==> src/rtl/pattern_scan_ctrl_pkg.sv <==
// Shared types and default sizes for the pattern scan controller and its detector.
package pattern_scan_ctrl_pkg;

  localparam int unsigned WORD_W_DEF = 32;
  localparam int unsigned PAT_W_DEF  = 5;
  localparam int unsigned CNT_W_DEF  = 6;

  typedef enum logic [1:0] {
    S_IDLE  = 2'd0,
    S_SHIFT = 2'd1,
    S_DRAIN = 2'd2,
    S_DONE  = 2'd3
  } scan_state_e;

endpackage

==> src/rtl/pattern_moore_det.sv <==
// Bit-serial Moore pattern detector: history shift register, fill counter, registered hit.
module pattern_moore_det #(
  parameter int unsigned PAT_W = 5
) (
  input  logic             clk,
  input  logic             reset,
  input  logic             clr,
  input  logic             bit_valid,
  input  logic             bit_in,
  input  logic [PAT_W-1:0] pattern,
  output logic             hit
);

  localparam int unsigned FILL_W = $clog2(PAT_W + 1);

  logic [PAT_W-1:0]  hist_q, hist_d;
  logic [FILL_W-1:0] fill_q, fill_d;
  logic              hit_q, hit_d;

  // Oldest bit sits in the MSB so pattern[PAT_W-1] is compared against the earliest bit.
  always_comb begin
    hist_d = hist_q;
    fill_d = fill_q;
    hit_d  = 1'b0;
    if (clr) begin
      hist_d = '0;
      fill_d = '0;
    end else if (bit_valid) begin
      hist_d = {hist_q[PAT_W-2:0], bit_in};
      if (fill_q != FILL_W'(PAT_W)) begin
        fill_d = fill_q + FILL_W'(1);
      end
      hit_d = (fill_q >= FILL_W'(PAT_W - 1)) && (hist_d == pattern);
    end
  end

  always_ff @(posedge clk or negedge reset) begin
    if (!reset) begin
      hist_q <= '0;
      fill_q <= '0;
      hit_q  <= 1'b0;
    end else begin
      hist_q <= hist_d;
      fill_q <= fill_d;
      hit_q  <= hit_d;
    end
  end

  assign hit = hit_q;

endmodule

==> src/rtl/pattern_scan_ctrl.sv <==
// Schedules one word-scan job onto the serial detector and accumulates match count/position.
module pattern_scan_ctrl
  import pattern_scan_ctrl_pkg::*;
#(
  parameter int unsigned WORD_W = WORD_W_DEF,
  parameter int unsigned PAT_W  = PAT_W_DEF,
  parameter int unsigned CNT_W  = CNT_W_DEF
) (
  input  logic              clk,
  input  logic              reset,
  input  logic              start,
  input  logic [WORD_W-1:0] data_in,
  input  logic [PAT_W-1:0]  pattern,
  output logic              busy,
  output logic              done,
  output logic [CNT_W-1:0]  match_cnt,
  output logic [CNT_W-1:0]  first_pos,
  output logic              first_valid,
  output logic              ser_bit,
  output logic              hit
);

  scan_state_e       state_q, state_d;
  logic [WORD_W-1:0] word_q, word_d;
  logic [PAT_W-1:0]  pat_q, pat_d;
  logic [CNT_W-1:0]  idx_q, idx_d;
  logic              ser_bit_q, ser_bit_d;
  logic              busy_q, busy_d;
  logic              done_q, done_d;
  logic [CNT_W-1:0]  match_cnt_q, match_cnt_d;
  logic [CNT_W-1:0]  first_pos_q, first_pos_d;
  logic              first_valid_q, first_valid_d;
  logic              det_clr_c;
  logic              det_hit;

  // word_q holds the not-yet-presented bits left-aligned; ser_bit_q is the bit at the detector.
  always_comb begin
    state_d       = state_q;
    word_d        = word_q;
    pat_d         = pat_q;
    idx_d         = idx_q;
    ser_bit_d     = 1'b0;
    match_cnt_d   = match_cnt_q;
    first_pos_d   = first_pos_q;
    first_valid_d = first_valid_q;
    det_clr_c     = 1'b0;

    unique case (state_q)
      S_IDLE: begin
        if (start) begin
          det_clr_c     = 1'b1;
          word_d        = {data_in[WORD_W-2:0], 1'b0};
          pat_d         = pattern;
          ser_bit_d     = data_in[WORD_W-1];
          idx_d         = '0;
          match_cnt_d   = '0;
          first_pos_d   = '0;
          first_valid_d = 1'b0;
          state_d       = S_SHIFT;
        end
      end
      S_SHIFT: begin
        idx_d = idx_q + CNT_W'(1);
        if (idx_q == CNT_W'(WORD_W - 1)) begin
          state_d = S_DRAIN;
        end else begin
          ser_bit_d = word_q[WORD_W-1];
          word_d    = {word_q[WORD_W-2:0], 1'b0};
        end
      end
      S_DRAIN: state_d = S_DONE;
      S_DONE:  state_d = S_IDLE;
      default: state_d = S_IDLE;
    endcase

    // A hit seen now belongs to the bit presented one cycle earlier (index idx_q-1).
    if (det_hit && (state_q == S_SHIFT || state_q == S_DRAIN)) begin
      if (match_cnt_q != '1) begin
        match_cnt_d = match_cnt_q + CNT_W'(1);
      end
      if (!first_valid_q) begin
        first_valid_d = 1'b1;
        first_pos_d   = (state_q == S_DRAIN) ? CNT_W'(WORD_W - 1) : (idx_q - CNT_W'(1));
      end
    end
  end

  assign busy_d = (state_d != S_IDLE);
  assign done_d = (state_d == S_DONE);

  always_ff @(posedge clk or negedge reset) begin
    if (!reset) begin
      state_q       <= S_IDLE;
      word_q        <= '0;
      pat_q         <= '0;
      idx_q         <= '0;
      ser_bit_q     <= 1'b0;
      busy_q        <= 1'b0;
      done_q        <= 1'b0;
      match_cnt_q   <= '0;
      first_pos_q   <= '0;
      first_valid_q <= 1'b0;
    end else begin
      state_q       <= state_d;
      word_q        <= word_d;
      pat_q         <= pat_d;
      idx_q         <= idx_d;
      ser_bit_q     <= ser_bit_d;
      busy_q        <= busy_d;
      done_q        <= done_d;
      match_cnt_q   <= match_cnt_d;
      first_pos_q   <= first_pos_d;
      first_valid_q <= first_valid_d;
    end
  end

  pattern_moore_det #(
    .PAT_W(PAT_W)
  ) u_det (
    .clk      (clk),
    .reset    (reset),
    .clr      (det_clr_c),
    .bit_valid(state_q == S_SHIFT),
    .bit_in   (ser_bit_q),
    .pattern  (pat_q),
    .hit      (det_hit)
  );

  assign busy        = busy_q;
  assign done        = done_q;
  assign match_cnt   = match_cnt_q;
  assign first_pos   = first_pos_q;
  assign first_valid = first_valid_q;
  assign ser_bit     = ser_bit_q;
  assign hit         = det_hit;

endmodule

==> config.mk <==
export PLATFORM = sky130hd
export DESIGN_NAME = pattern_scan_ctrl
export DESIGN_NICKNAME = d
export VERILOG_FILES = /design/src/rtl/pattern_scan_ctrl_pkg.sv /design/src/rtl/pattern_moore_det.sv /design/src/rtl/pattern_scan_ctrl.sv
export SDC_FILE = /design/constraint.sdc
export NUM_CORES = 1
export LEC_CHECK = 0
export ABC_AREA = 1
export CORE_MARGIN = 1
export CORE_UTILIZATION = 45
export CTS_BUF_LIST = sky130_fd_sc_hd__clkbuf_16
export DETAILED_ROUTE_END_ITERATION = 10
export GPL_TIMING_DRIVEN = 0
export PLACE_DENSITY = 0.7
export SYNTH_ARGS = -nofsm -noshare
export SYNTH_HDL_FRONTEND = slang
export SYNTH_SLANG_ARGS = --single-unit
==> constraint.sdc <==
create_clock -name clk -period 2.42 [get_ports clk]
set_input_delay 0.484 -clock clk [delete_from_list [all_inputs] [get_ports clk]]
set_output_delay 0.484 -clock clk [all_outputs]
set_load 0.01 [all_outputs]
==> flow_metrics.py <==
metrics = {
    "global_routing": {
        "grt_pass1_vias": 2969,
        "grt_overflow_total": 0,
        "maximum_number_of_pins_on_one_net_before_global_route_repair": 69,
        "grt_antenna_before_repair": 0,
        "track_usage_pct": 19.29,
        "global_route_wire_length_before_repair_mm": 13.03,
    },
    "finish": {
        "area_growth_synth_to_finish_pct": 26.46,
        "post_route_cells_drive_above_1_share_pct": 12.57,
        "antenna_cells": 0,
        "nNetsFinal": 555,
        "mostFrequentLayoutCell": "sky130_fd_sc_hd__nand2_1",
        "final_cell_mix": "sky130_fd_sc_hd__nand2_1 (125), sky130_fd_sc_hd__dfrtp_1 (68), sky130_fd_sc_hd__inv_1 (61), sky130_fd_sc_hd__clkdlybuf4s50_1 (55), sky130_fd_sc_hd__o21ai_0 (53)",
    },
    "critical_path": {
        "critPathMaxFanout": 4,
        "cell_with_the_largest_stage_delay_on_the_worst_path": "sky130_fd_sc_hd__clkdlybuf4s50_1",
        "worst_ep_arrival_time_ns": 1.30,
        "critPathKind": "reg -> out",
        "crit_path_max_incr_delay_ns": 0.56,
        "largest_delay_share_family_worst_path": "buffers and inverters",
        "endpoint_kind": "output port",
        "crit_chain": "clkdlybuf4s50_1",
        "cp_launch_type": "register",
        "worst-endpoint-required_ns": 1.94,
        "cp.buffers_inverters": 1,
    },
    "floorplan": {
        "core_region_area_um2": 7767,
        "chipHeight_um": 91.66,
        "die-area_um2": 8401,
        "floorplan.initialDensity_pct": 46.57,
        "floorplan.io_pins": 57,
        "row_count": 32,
        "fp.dieW_um": 91.66,
    },
    "yosys": {
        "synth_cell_types": 28,
        "syn_nets": 488,
        "sequential_to_total_area_share_from_yosys_stat_pct": 47.04,
        "synth_top_area_cell": "sky130_fd_sc_hd__dfrtp_1",
        "synth.cell_area_um2": 3617,
        "synthCells": 439,
        "top_area_cells_in_the_synthesized_netlist": "sky130_fd_sc_hd__dfrtp_1 (47%), sky130_fd_sc_hd__nand2_1 (13%), sky130_fd_sc_hd__o21ai_0 (7.3%), sky130_fd_sc_hd__o21ai_2 (7.3%), sky130_fd_sc_hd__inv_1 (6.2%)",
        "ys_seq_elements": 68,
        "yosysTopAreaCellShare_pct": 47.04,
        "synth_edf_count": 0,
        "synth_warnings": 0,
        "dominantRegCellSynth": "sky130_fd_sc_hd__dfrtp_1",
        "average_footprint_of_a_synthesized_cell_um2": 8.240,
        "ys_async_sr_fraction_pct": 100.0,
    },
    "place": {
        "placement.io_buffers": 56,
        "preCtsSetupSlack_ns": 0.5155,
        "detailedPlacementHpwl_mm": 5.325,
        "globalplace.congestion": 0.7974,
    },
    "detailed_routing": {
        "post_route_drc": 0,
        "num_vias": 3021,
        "drt_first_pass_iters": 4,
        "wire_length_per_cell_um": 12.09,
        "drt_iter0_markers": 110,
        "routed_wl_mm": 7.390,
        "vias_per_cell": 4.944,
        "drt.antenna.violating_nets": 0,
    },
    "clock_tree": {
        "cts.repair.resized": 0,
        "cts.repair_timing.setup_buffer_count": 0,
        "clock_sinks": 68,
        "tritoncts.num_buffers": 9,
        "cts_root_buf": "sky130_fd_sc_hd__clkbuf_16",
        "cts_hold_buf": 0,
        "cts_tree": "built",
        "clkLatencyLatePin_ns": 0.32,
        "clk_path_buf_depth": 2,
        "htree_num_levels": 3,
        "cts.clk_slew.worst_paths_ns": 0.05,
    },
    "power": {
        "totalPowerFinal_uw": 5382,
        "cellInternalPower_uw": 3286,
        "combPwrFrac_pct": 44.8,
        "ir_worst_vdd_mv": 0.6666,
        "swShare_pct": 38.95,
        "leakagePower_uw": 0.002170,
        "cellPowerDensity_nw_per_um2": 1177,
        "seq_power_share_pct": 32.6,
        "clockPowerShare_pct": 22.6,
        "netSwitchingPower_uw": 2096,
    },
    "timing": {
        "setup_viol": 0,
        "postLayoutSetupSlackWorst_ns": 0.6375,
        "achievable-frequency_ghz": 0.5610,
        "finalMaxSlewViolations": 0,
        "min_period_over_period_pct": 73.66,
        "final.setup_skew_ns": 0.004175,
        "worst_slew_pin_slew_ns": 0.8591,
        "grt_setup_unrepaired": "false",
        "final.min_clock_period_ns": 1.783,
        "hold_viol_final": 0,
        "slew_headroom_pct": 42.72,
    },
    "run": {
        "max_cap_viol_count": 0,
    },
    "outcome": {
        "run_status": "finished clean",
    },
    "hold_path": {
        "holdCritPathClass": "in -> async",
    },
}
==> area by class of cell <==
| type | instances | area, um2 |
|---|---|---|
| clock inverters | 5 | 46.29 |
| multi-input cells | 289 | 1531 |
| fillers | 690 | 3193 |
| flip-flops and latches | 68 | 1702 |
| repair buffers | 56 | 558.0 |
| clock buffers | 9 | 225.2 |
| inverters | 63 | 241.5 |
| well taps | 102 | 127.6 |
| plain buffers | 19 | 142.6 |
==> per-layer routing <==
| layer | routed length (um) | track usage, % | share of wire, % | vias up |
|---|---|---|---|---|
| met5 | 0 | 0 | 0 | - |
| met2 | 3718 | 33.52 | 50 | 64 |
| li1 | - | - | - | 1529 |
| met3 | 257 | 3.317 | 3.5 | 7 |
| met4 | 65 | 5.952 | 0.88 | 0 |
| met1 | 3348 | 24.47 | 45 | 1421 |
==> synthesized netlist by cell type (2+ instances only) <==
cell,n
sky130_fd_sc_hd__a21oi_1,10
sky130_fd_sc_hd__nor3_1,3
sky130_fd_sc_hd__nand2_1,125
sky130_fd_sc_hd__xnor2_1,2
sky130_fd_sc_hd__inv_1,60
sky130_fd_sc_hd__a22oi_1,3
sky130_fd_sc_hd__nand4_1,5
sky130_fd_sc_hd__o21ai_2,30
sky130_fd_sc_hd__nand3_1,21
sky130_fd_sc_hd__ha_1,9
sky130_fd_sc_hd__clkbuf_1,6
sky130_fd_sc_hd__buf_6,6
sky130_fd_sc_hd__nor2_1,15
sky130_fd_sc_hd__o21ai_0,53
sky130_fd_sc_hd__xor2_1,5
sky130_fd_sc_hd__dfrtp_1,68
sky130_fd_sc_hd__inv_2,2
sky130_fd_sc_hd__buf_2,5
sky130_fd_sc_hd__nand2_4,2
==> worst reg2reg max path, delay by kind of cell (launching register included) <==
kind / cells / cell delay, ns
AND/OR/NAND/NOR: 5 / 0.66
adder cells (fa/ha/maj): 1 / 0.29
buffers and inverters: 3 / 0.27
flip-flops: 1 / 0.36
==> power by group through the flow <==
stage	combinational (uW)	clock (uW)	sequential [uW]
5_1_grt	2730	1280	1800
6_report	2410	1210	1760
4_1_cts	2440	1240	1760
3_5_place_dp	2420	0	1780
3_3_place_gp	2360	0	1760
2_1_floorplan	1840	0	1740
==> worst paths after layout <==
kind / startpoint / endpoint / slack [ns] / depth (start not counted)
min: reset / first_pos[4]$_DFF_PN0_ / 0.28 / 1
max: ser_bit$_DFF_PN0_ / ser_bit / 0.64 / 1
max reg2reg: state_q[1]$_DFF_PN0_ / first_pos[3]$_DFF_PN0_ / 0.73 / 9
max in group asynchronous: reset / u_det.hist_q[2]$_DFFE_PN0P_ / 1.58 / 1
min reg2reg: word_q[30]$_DFFE_PN0P_ / word_q[30]$_DFFE_PN0P_ / 0.48 / 2
min in group clk: word_q[30]$_DFFE_PN0P_ / word_q[30]$_DFFE_PN0P_ / 0.48 / 2
==> cell families after synthesis <==
group,share of synthesized area (%)
AND/OR/NAND/NOR,20.27
AO/OA/AOI/OAI,17.26
buffers and inverters,10.62
flip-flops,47.04
adder cells (fa/ha/maj),3.113
XOR/XNOR,1.695
==> sequential cells by signal (all words and copies together) (netlist names), 2 cells and up <==
register      count
u_det.hist_q      4
idx_q             6
state_q           2
u_det.fill_q      3
first_pos         6
match_cnt         6
word_q           31
pat_q             5
==> through the flow <==
step / utilization, % / TNS [ns] / instance area, um2 / cells / hold WS, ns
after floorplan: - / 0 / 3617 / 439 / 0.1884
after global placement: 55.43 / -100.74 / 4305 / 597 / 0.4646
after detailed placement: 55.40 / 0 / 4303 / 597 / 0.4671
after CTS: 58.89 / 0 / 4574 / 611 / 0.3179
after global routing: 58.89 / 0 / 4574 / 611 / 0.3739
final: 58.89 / 0 / 4574 / 611 / 0.2780
Note: power is estimated with default switching activity, not from simulation.
